### src/rtl/ddr_arb_pkg.sv
// Shared types and width defaults for the DDR port arbiter, the cache manage
// unit and ddr_ctrl.
package ddr_arb_pkg;

    localparam int DDR_ADDR_W  = 30;
    localparam int DDR_BLOCK_W = 256;

    typedef enum logic [1:0] {
        IDLE,
        WAIT,
        RESP,
        GAP
    } arb_state_t;

endpackage

### src/rtl/ddr_watchdog.sv
// Saturating transaction watchdog: clear restarts the count, enable advances it,
// and the sticky expired flag rises when the count first reaches all-ones.
module ddr_watchdog #(
    parameter int TMO_W = 16
) (
    input  logic clk,
    input  logic rst,
    input  logic clear,
    input  logic enable,
    output logic expired
);

    localparam logic [TMO_W-1:0] CNT_MAX = '1;

    logic [TMO_W-1:0] count;
    logic [TMO_W-1:0] count_inc;

    assign count_inc = count + 1'b1;

    // expired is only ever set here; leaving it alone on clear keeps it sticky
    always_ff @(posedge clk or negedge rst) begin
        if (!rst) begin
            count   <= '0;
            expired <= 1'b0;
        end else if (clear) begin
            count <= '0;
        end else if (enable && (count != CNT_MAX)) begin
            count <= count_inc;
            if (count_inc == CNT_MAX) begin
                expired <= 1'b1;
            end
        end
    end

endmodule

### src/rtl/ddr_port_arbiter.sv
// Round-robin arbiter sharing the block-wide ddr_ctrl port between the cache
// manage unit (port 0) and the boot-loader copy engine (port 1).
module ddr_port_arbiter
    import ddr_arb_pkg::*;
#(
    parameter int ADDR_W  = DDR_ADDR_W,
    parameter int BLOCK_W = DDR_BLOCK_W,
    parameter int TMO_W   = 16
) (
    input  logic               clk,
    input  logic               rst,
    input  logic               req0_en,
    input  logic               req0_write,
    input  logic [ADDR_W-1:0]  req0_addr,
    input  logic [BLOCK_W-1:0] req0_wdata,
    input  logic               req1_en,
    input  logic               req1_write,
    input  logic [ADDR_W-1:0]  req1_addr,
    input  logic [BLOCK_W-1:0] req1_wdata,
    output logic               rdy0,
    output logic               rdy1,
    output logic [BLOCK_W-1:0] rdata,
    output logic               ram_en,
    output logic               ram_write,
    output logic [ADDR_W-1:0]  ram_addr,
    output logic [BLOCK_W-1:0] ram_wdata,
    input  logic               ram_rdy,
    input  logic [BLOCK_W-1:0] ram_block,
    output logic               owner,
    output logic               busy,
    output logic               timeout_err
);

    arb_state_t state;
    arb_state_t state_next;

    logic               last;
    logic               grant;
    logic               grant_port;
    logic               sel_write;
    logic [ADDR_W-1:0]  sel_addr;
    logic [BLOCK_W-1:0] sel_wdata;
    logic               done;

    // On a tie the port that was not served last wins
    always_comb begin
        state_next = state;
        grant      = 1'b0;
        grant_port = last;
        case (state)
            IDLE: begin
                if (req0_en && req1_en) begin
                    grant      = 1'b1;
                    grant_port = ~last;
                end else if (req0_en) begin
                    grant      = 1'b1;
                    grant_port = 1'b0;
                end else if (req1_en) begin
                    grant      = 1'b1;
                    grant_port = 1'b1;
                end
                if (grant) begin
                    state_next = WAIT;
                end
            end
            WAIT:    if (ram_rdy) state_next = RESP;
            RESP:    state_next = GAP;
            GAP:     state_next = IDLE;
            default: state_next = IDLE;
        endcase
    end

    assign sel_write = grant_port ? req1_write : req0_write;
    assign sel_addr  = grant_port ? req1_addr  : req0_addr;
    assign sel_wdata = grant_port ? req1_wdata : req0_wdata;
    assign done      = (state == WAIT) && ram_rdy;

    // The ram_* registers double as the latched request, so later requester
    // changes cannot reach ddr_ctrl until the next grant.
    always_ff @(posedge clk or negedge rst) begin
        if (!rst) begin
            state     <= IDLE;
            last      <= 1'b1;
            owner     <= 1'b0;
            busy      <= 1'b0;
            rdy0      <= 1'b0;
            rdy1      <= 1'b0;
            rdata     <= '0;
            ram_en    <= 1'b0;
            ram_write <= 1'b0;
            ram_addr  <= '0;
            ram_wdata <= '0;
        end else begin
            state <= state_next;
            busy  <= (state_next != IDLE);
            rdy0  <= 1'b0;
            rdy1  <= 1'b0;
            if (grant) begin
                owner     <= grant_port;
                last      <= grant_port;
                ram_en    <= 1'b1;
                ram_write <= sel_write;
                ram_addr  <= sel_addr;
                ram_wdata <= sel_wdata;
            end
            if (done) begin
                ram_en <= 1'b0;
                rdy0   <= ~owner;
                rdy1   <= owner;
                if (!ram_write) begin
                    rdata <= ram_block;
                end
            end
        end
    end

    ddr_watchdog #(
        .TMO_W(TMO_W)
    ) u_watchdog (
        .clk     (clk),
        .rst     (rst),
        .clear   (grant),
        .enable  (state == WAIT),
        .expired (timeout_err)
    );

endmodule

### config.mk
export PLATFORM = sky130hd
export DESIGN_NAME = ddr_port_arbiter
export DESIGN_NICKNAME = d
export VERILOG_FILES = /design/src/rtl/ddr_arb_pkg.sv /design/src/rtl/ddr_watchdog.sv /design/src/rtl/ddr_port_arbiter.sv
export SDC_FILE = /design/constraint.sdc
export NUM_CORES = 1
export LEC_CHECK = 0
export CAP_MARGIN = 5
export CORE_AREA = 10 10 528 530
export DETAILED_ROUTE_END_ITERATION = 12
export DIE_AREA = 0 0 538 540
export DONT_BUFFER_PORTS = 1
export PLACE_DENSITY_LB_ADDON = 0.3
export RECOVER_POWER = 100
export SLEW_MARGIN = 20
export SYNTH_ARGS = -nofsm -noshare
export SYNTH_HDL_FRONTEND = slang
export SYNTH_SLANG_ARGS = --single-unit
### constraint.sdc
create_clock -name clk -period 1.6 [get_ports clk]
set_input_delay 0.32 -clock clk [delete_from_list [all_inputs] [get_ports clk]]
set_output_delay 0.32 -clock clk [all_outputs]
set_load 0.01 [all_outputs]
# [Word-level counts from Yosys, hierarchy flattened]
# Index checks and enable logic that the tools add are counted.
[totals] in_bits=835 ff_bits=568 wordCells=53 out_inout_bits=549
[op_classes] n_eq_ne=5 mux=21 bitwise=4 add_sub_neg=1 n_reduce_logical=9
[op_table] operator="$mux W256" n=1
[op_table] operator="$mux W16" n=2
[op_table] operator="$mux W30" n=1
[op_table] operator="$add A16 B1 Y16 const B" n=1
[op_table] operator="$eq A16 B16 Y1 const B" n=1
[op_table] operator="$ne A16 B16 Y1 const B" n=1
[op_table] operator="$mux W1" n=14
[op_table] operator="$pmux W2 S4" n=1
[op_table] operator="$reduce_bool A2 Y1" n=3
[op_table] operator="$eq A2 B2 Y1 const B" n=2
[op_table] operator="$mux W2" n=2
[op_table] operator="$not A1 Y1" n=4
[op_table] operator="$logic_and A1 B1 Y1" n=3
[op_table] operator="$reduce_and A3 Y1" n=1
[op_table] operator="$eq A2 B1 Y1 const B" n=1
[op_table] operator="$logic_not A2 Y1" n=1
[op_table] operator="$reduce_and A2 Y1" n=1

# [Depth between registers and ports, before layout]
# Gate-level depths: netlist (run 1).
[logic_depth] ltp_word=7 mapped_depth=8 depth_no_buf=6

# [Modules after synthesis]
# A second synthesis (run 1) with hierarchy kept.
[unflattened] hier_cells=2418 area_unflattened_um2=27995.6
[modules_own_cells] mod="ddr_port_arbiter" n_inst=1 seq_area_each_um2=13789.5 cells_per_inst=2292 area_each_um2=26827.0
[modules_own_cells] mod="ddr_watchdog" n_inst=1 seq_area_each_um2=425.4 cells_per_inst=126 area_each_um2=1168.6

# [Worst setup path before layout (run 1)]
# No wires, ideal clock.
[synth_timing] kind="register to register" startpoint="register state[1]" endpoint="register rdata[229]" synth_period_minus_slack_ns=1.725 path_slack_ns=-0.125 setup_ns=0.125 t_required_ns=1.475 arrival_time_ns=1.600 n_path_buf=2 path_stages_with_launch=7 cell_sequence="dfrtp_1 > and2b_1 > nand2_1 > nor2_1 > buf_2 > buf_2 > mux2_2"
[synth_between] elab_chain_cells=3
[synth_lines] element="start: declaration" line_no="ddr_port_arbiter.sv:34" text="arb_state_t state;"
[synth_lines] element="start signal: assignment" line_no="ddr_port_arbiter.sv:94" text="state <= state_next;"
[synth_lines] element="$eq A2 B1 Y1" line_no="ddr_port_arbiter.sv:76" text="assign done = (state == WAIT) && ram_rdy;"
[synth_lines] element="$logic_and A1 B1 Y1" line_no="ddr_port_arbiter.sv:76"
[synth_lines] element="$reduce_and A2 Y1 (no source line)"
[synth_lines] element="end signal: assignment" line_no="ddr_port_arbiter.sv:111" text="rdata <= ram_block;"
[synth_lines] element="end: declaration" line_no="ddr_port_arbiter.sv:22" text="output logic [BLOCK_W-1:0] rdata,"
# No other way between the ends.
# A chain may end at the register's enable or synchronous reset.

# [Worst setup path after layout (run 1)]
[layout_timing] startpoint="register state[0]" endpoint="register ram_wdata[125]"
[layout_between] elab_chain_cells=3 elab_cells_between_ends=4 classes_between="3 x mux; 1 x reduce/logical"
[layout_lines] element="$logic_not A2 Y1 (*)" line_no="ddr_port_arbiter.sv:50" text="case (state)"
[layout_lines] element="$mux W1" line_no="ddr_port_arbiter.sv:50"
[layout_lines] element="$mux W256" line_no="ddr_port_arbiter.sv:75" text="assign sel_wdata = grant_port ? req1_wdata : req0_wdata;"
[layout_lines] element="end signal: assignment" line_no="ddr_port_arbiter.sv:104" text="ram_wdata <= sel_wdata;"
[layout_lines] element="end: declaration" line_no="ddr_port_arbiter.sv:26" text="output logic [BLOCK_W-1:0] ram_wdata,"
# Mark *: on every way between the ends. The rest lies on a longest branch, timed or not.

==> results of run 1 <==
[synthesized netlist by cell type, drive strengths merged, types with 5 or more instances]
cell type  number  area share, %
a21oi           5           0.10
buf            72            2.5
clkbuf         60           0.94
dfrtp         567             59
mux2          256             12
mux2i         287             12
nand2         305            4.8
nand3           9           0.19
nor2           10           0.18
nor3           11           0.27
o21ai         310            6.5
[cell type report]
cell class / instances / area, um^2
fillers: 29060 / 221500
clock inverters: 26 / 391.6
repair buffers: 1127 / 12590
diodes: 69 / 172.7
clock buffers: 121 / 2432
well taps: 3552 / 4444
inverters: 4 / 15.01
flip-flops and latches: 568 / 14660
multi-input cells: 1232 / 11190
[worst max-delay path, stage by stage (launching register included)]
cell and delay, ns:
dfrtp_1 0.40, nor2_4 0.14, a21oi_2 0.08, a31oi_4 0.22
buf_12 0.22, buf_16 0.20, buf_16 0.20, mux2i_4 0.31
o21ai_1 0.09
[path summary, 6_finish.rpt]
check | slack (ns) | end | from
setup / recovery | -0.47 | ram_wdata[125]$_DFFE_PN0P_ | state[0]$_DFF_PN0_
hold / removal | -0.48 | rdata[69]$_DFFE_PN0P_ | rst
setup reg to reg | -0.47 | ram_wdata[125]$_DFFE_PN0P_ | state[0]$_DFF_PN0_
hold reg to reg | 0.56 | ram_wdata[205]$_DFFE_PN0P_ | ram_wdata[205]$_DFFE_PN0P_
max in group asynchronous | -0.21 | rdata[145]$_DFFE_PN0P_ | rst
min in group clk | -0.20 | rdy1$_DFF_PN0_ | ram_rdy
[where the power goes]
part / internal (mW) / switching, mW
sequential: 22.3 / 18.1
combinational: 21.8 / 16.7
clock: 12.0 / 7.91
total: 56.0 / 42.7
[repair_timing]
action | CTS | global route
pin swaps | 27 | 20
endpoints found under the hold margin | 1121 | 205
setup endpoints to repair | 1035 | 1125
cloned | 34 | 18
buffers inserted | 81 | 20
resized for setup | 778 | 212
[routing by layer]
metal / vias to the layer above / track usage, % / wire, um
met2: 1539 / 24.07 / 104100
met5: - / 0 / 721
met1: 10730 / 17.76 / 90040
li1: 9082 / - / -
met3: 506 / 7.443 / 29530
met4: 104 / 3.196 / 7027
[state kept, by name, summed over array words and instances, names as in the netlist, 2 cells and up]
register / flops
u_watchdog.count: 16
ram_addr: 30
ram_wdata: 256
state: 2
rdata: 256
[cell families (layout without fill, tap and decap cells)]
group / after synthesis / in the layout
other: 0 / 69
DFF: 568 / 568
muxes: 543 / 543
and+or+nand+nor: 351 / 351
xor gates and xnor gates: 6 / 6
AOI/OAI and AO/OA: 330 / 330
adders and majority gates: 2 / 2
buffers and inverters: 136 / 1278
[stage by stage]
stage | cells | utilization [%] | total power, mW
floorplan | 1936 | - | 45.73
global placement | 5538 | 11.15 | 63.33
detailed placement | 5538 | 11.15 | 63.75
CTS | 6619 | 16.72 | 97.54
global route | 6660 | 17.13 | 103.6
finish | 6699 | 17.16 | 98.76
==> flow_summary.ini, run 1 <==
[status]
status = finished, violations left
violations = hold timing, capacitance limit, slew limit, setup timing

[timing]
layout_min_cycle_time_ns = 2.068
setup_viol = 834
max_freq_mhz = 483.6
fin_crit_sh_pct = 129.2
hold_viol = 101
slew_violations = 103
whs_ns = -0.4819
rsz0062_at_grt = true
slew_headroom_pct = -17.70
setup_tns_ns = -202.61
fin_ws_ns = -0.4678
fin_skew_ns = 0.04793
max_slew.worst_pin.slew_ns = 1.765

[clock_network]
cts_tree = yes
clk_pin_slew_ns = 0.07
clk_latency_ns = 0.78
cts_buffer_depth = 4
cts_made_buffers = 84
root_buffer = clkbuf_16
cts_hold_buffers = 833
htreeDepth = 3
cts_sinks = 568

[place]
port_buffers = 0
placed_area_um2 = 29820
dpl.hpwl_um = 190600
gp_congestion = 0.9402
place_ws_ns = -0.6653

[floorplanning]
ios = 1384
core_um2 = 267400
die-area_um2 = 290500
std_cell_rows = 190
floorplan.initialDensity_pct = 8.985
die_width_um = 538
die_h_um = 540

[final_layout]
layout_commonest_cell = dlygate4sd3_1
layout_common_cells = 833 x dlygate4sd3_1, 324 x dfrtp_2, 302 x nand2_1
drive_gt1_share_pct = 37.78
layout.nets = 3854
area_growth_syn_to_layout_pct = 91.00
final_cell_area_um2 = 45900

[logic_synthesis]
synthMuxAreaShare_pct = 23.95
yosys_warnings = 0
synth_cell_types = 47
synth_edf_count = 0
synth_compound_area_share_pct = 7.097
ys_seq_elements = 568
synth_top_family_by_area = multiplexers
synthSimpleGateAreaFrac_pct = 5.967
netlist_area_um2 = 24030
avgSynthCellArea_um2 = 12.41
synth_nets = 2773
syn_inst = 1936
ys.flop_type = dfrtp_1
synth_fa_ha_area_share_pct = 0.1041
seq_area_frac_synth_pct = 59.15
synth_xor_area_share_pct = 0.2187
async_flop_share_pct = 100.0

[global_route]
grt_antenna_before_repair = 227
grt_pass1_wl_um = 281200
grt-ovfl-total = 0
grt_start_max_net_pins = 569
track_usage_pct = 14.91
grt_pass1_vias = 22450

[routing]
firstDrtPassIters = 5
viasPerCell = 3.278
drc = 0
wl_um = 231400
drt_iter0_markers = 1420
num_vias = 21960
drtAntennaViolNets = 0
wire_per_inst_um = 34.55

[hold_path]
hold_class = in -> async

[job]
drv_cap = 1

[critical_path]
crit_path_max_fanout = 7
rr_worst_depth = 8
critPathLaunchType = flip-flop
endpoint_kind = flip-flop
criticalPathCategory = reg -> reg
cp_data_arrival_time_ns = 2.71
cp.required_ns = 2.24

[power_and_ir_drop]
power-per-cell-area_nw_per_um2 = 2152
p_leak_nw = 18.32
ir_worst_vdd_mv = 1.052
No activity file was read; power rests on OpenSTA's default activity.
==> inputs of run 2 (changes only) <==
--- a/config.mk
+++ b/config.mk
@@ -12,7 +12,6 @@
 export DONT_BUFFER_PORTS = 1
 export PLACE_DENSITY_LB_ADDON = 0.3
 export RECOVER_POWER = 100
-export SLEW_MARGIN = 20
 export SYNTH_ARGS = -nofsm -noshare
 export SYNTH_HDL_FRONTEND = slang
 export SYNTH_SLANG_ARGS = --single-unit
==> run 2 against run 1 <==
Compared with the run above:
- the run ends with hold timing, slew limit, setup timing left
- hold slack got worse by 0.25 ns
- combinational power increased by 1%
- sequential power barely moved
- die area stayed put
- critical path type unchanged
- routed wire length shrank 0.42%
- utilization grew 0.098 points
- clock power hardly changed
- critical path depth is the same
- cell area is 0.57% higher
- non-clock buffer count increased by 3
- first-iteration DRC count is 0.14% higher
==> flow_summary.ini, run 2 (synthesized netlist as in run 1, its figures left out) <==
[status]
status = finished, violations left
violations = hold timing, slew limit, setup timing

[critical_path]
rr_worst_depth = 8
rrSetupSlack_ns = -0.47
cp.required_ns = 2.24
criticalPathCategory = reg -> reg
cp_top_family = buffers and inverters
cp_common_cell = buf_16
slowest_stage = dfrtp_1
endpoint_kind = flip-flop
critPathLaunchType = flip-flop
critPathBufInv = 3
crit_path_max_fanout = 7
cp_data_arrival_time_ns = 2.71
crit_chain = nor2_4, a21oi_2, a31oi_4, buf_12, buf_16, buf_16, mux2i_4, o21ai_1
path_depth = 8
max_stage_delay_ns = 0.40

[clock_network]
clk_pin_slew_ns = 0.07
cts_sinks = 568
htreeDepth = 3
cts_buffer_depth = 4
cts_tree = yes
cts_made_buffers = 84
cts_hold_buffers = 833
clk_latency_ns = 0.78
root_buffer = clkbuf_16

[timing]
max_slew.worst_pin.slew_ns = 1.559
setup_tns_ns = -195.16
hold_viol = 212
slew_violations = 99
fin_crit_sh_pct = 129.4
max_freq_mhz = 483.1
rsz0062_at_grt = true
fin_skew_ns = 0.04785
slew_headroom_pct = -3.903
whs_ns = -0.7341
fin_ws_ns = -0.4701
setup_viol = 760
layout_min_cycle_time_ns = 2.070

[global_route]
grt_antenna_before_repair = 226
grt_pass1_wl_um = 281200
track_usage_pct = 14.91
grt-ovfl-total = 0
grt_pass1_vias = 22450
grt_start_max_net_pins = 569

[floorplanning]
die-area_um2 = 290500
ios = 1384
die_h_um = 540
die_width_um = 538
core_um2 = 267400
floorplan.initialDensity_pct = 8.985
std_cell_rows = 190

[routing]
num_vias = 21990
wl_um = 230500
drc = 0
viasPerCell = 3.278
drtAntennaViolNets = 0
drt_iter0_markers = 1422
wire_per_inst_um = 34.36
firstDrtPassIters = 5

[final_layout]
nFillCells = 29040
area_growth_syn_to_layout_pct = 92.10
reg_top3 = ram_wdata (256), rdata (256), ram_addr (30)
layout_commonest_cell = dlygate4sd3_1
stdcell_count = 6708
layout_common_cells = 833 x dlygate4sd3_1, 324 x dfrtp_2, 299 x nand2_1
layout.nets = 3858
drive_gt1_share_pct = 38.87
final_cell_area_um2 = 46160

[power_and_ir_drop]
ir_worst_vdd_mv = 1.056
p_leak_nw = 18.39
power-per-cell-area_nw_per_um2 = 2151

[place]
dpl.hpwl_um = 190600
placed_area_um2 = 29820
port_buffers = 0
gp_congestion = 0.9402
place_inst = 5538

[hold_path]
hold_class = in -> async

[job]
drv_cap = 0
run 2: layout make-up:
class | count | area (um^2) | area share [%]
timing repair buffer | 1130 | 12620 | 27.35
clock buffer | 121 | 2432 | 5.269
antenna | 74 | 185.2 | 0.4011
clock inverter | 26 | 391.6 | 0.8484
inverter | 4 | 15.01 | 0.03253
sequential | 568 | 14670 | 31.79
multi-input combinational | 1233 | 11400 | 24.69
tap | 3552 | 4444 | 9.628
run 2: worst paths after layout:
kind                                                  from                         end
worst max-delay path                    state[0]$_DFF_PN0_  ram_wdata[125]$_DFFE_PN0P_
worst min-delay path                                   rst  ram_wdata[250]$_DFFE_PN0P_
worst max register to register          state[0]$_DFF_PN0_  ram_wdata[125]$_DFFE_PN0P_
worst min register to register  ram_wdata[247]$_DFFE_PN0P_  ram_wdata[247]$_DFFE_PN0P_
max in group asynchronous                              rst      rdata[227]$_DFFE_PN0P_
min in group clk                                   ram_rdy              rdy1$_DFF_PN0_
run 2: worst register-to-register path, stage by stage, from the launching register on:
cell and delay, ns:
dfrtp_1 0.40, nor2_4 0.14, a21oi_2 0.08, a31oi_4 0.22, buf_12 0.22, buf_16 0.20, buf_16 0.24, mux2i_4 0.34
o21ai_1 0.09
run 2: power by group:
part	internal (mW)	total [mW]	switching [mW]	leakage, nW
clock	12.0	19.9	7.92	1.37
combinational	22.1	39.0	16.9	10.5
sequential	22.3	40.5	18.1	6.53
run 2: through the flow:
stage / utilization [%] / setup WS (ns) / power [mW] / hold slack [ns]
after detailed placement: 11.15 / -0.6653 / 63.75 / 0.04530
after global placement: 11.15 / -0.6637 / 63.33 / 0.04625
after CTS: 16.72 / -0.5348 / 97.54 / -0.8168
final: 17.26 / -0.4701 / 99.31 / -0.7341
after floorplan: - / -0.08168 / 45.73 / 0.02441
after global routing: 17.22 / -0.5675 / 104.1 / -0.7988
run 2: metal layers:
layer	up-vias	global-route usage, %	part of all wire [%]
met1	10790	17.76	39
met3	493	7.443	13
met4	100	3.196	3.0
met5	-	0	0.29
met2	1514	24.07	45
li1	9090	-	-
run 2: repair_timing:
action	4_1_cts	5_1_grt
resized for setup	778	266
setup endpoints to repair	1035	996
endpoints found under the hold margin	1121	424
cloned	34	17
pin swaps	27	38
setup buffers	81	27
==> inputs of run 3 (changes only) <==
--- a/config.mk
+++ b/config.mk
@@ -5,7 +5,7 @@
 export SDC_FILE = /design/constraint.sdc
 export NUM_CORES = 1
 export LEC_CHECK = 0
-export CAP_MARGIN = 5
+export CAP_MARGIN = 20
 export CORE_AREA = 10 10 528 530
 export DETAILED_ROUTE_END_ITERATION = 12
 export DIE_AREA = 0 0 538 540
==> results of run 3 <==
Final layout, timing and power as in run 2 (identical DEF).
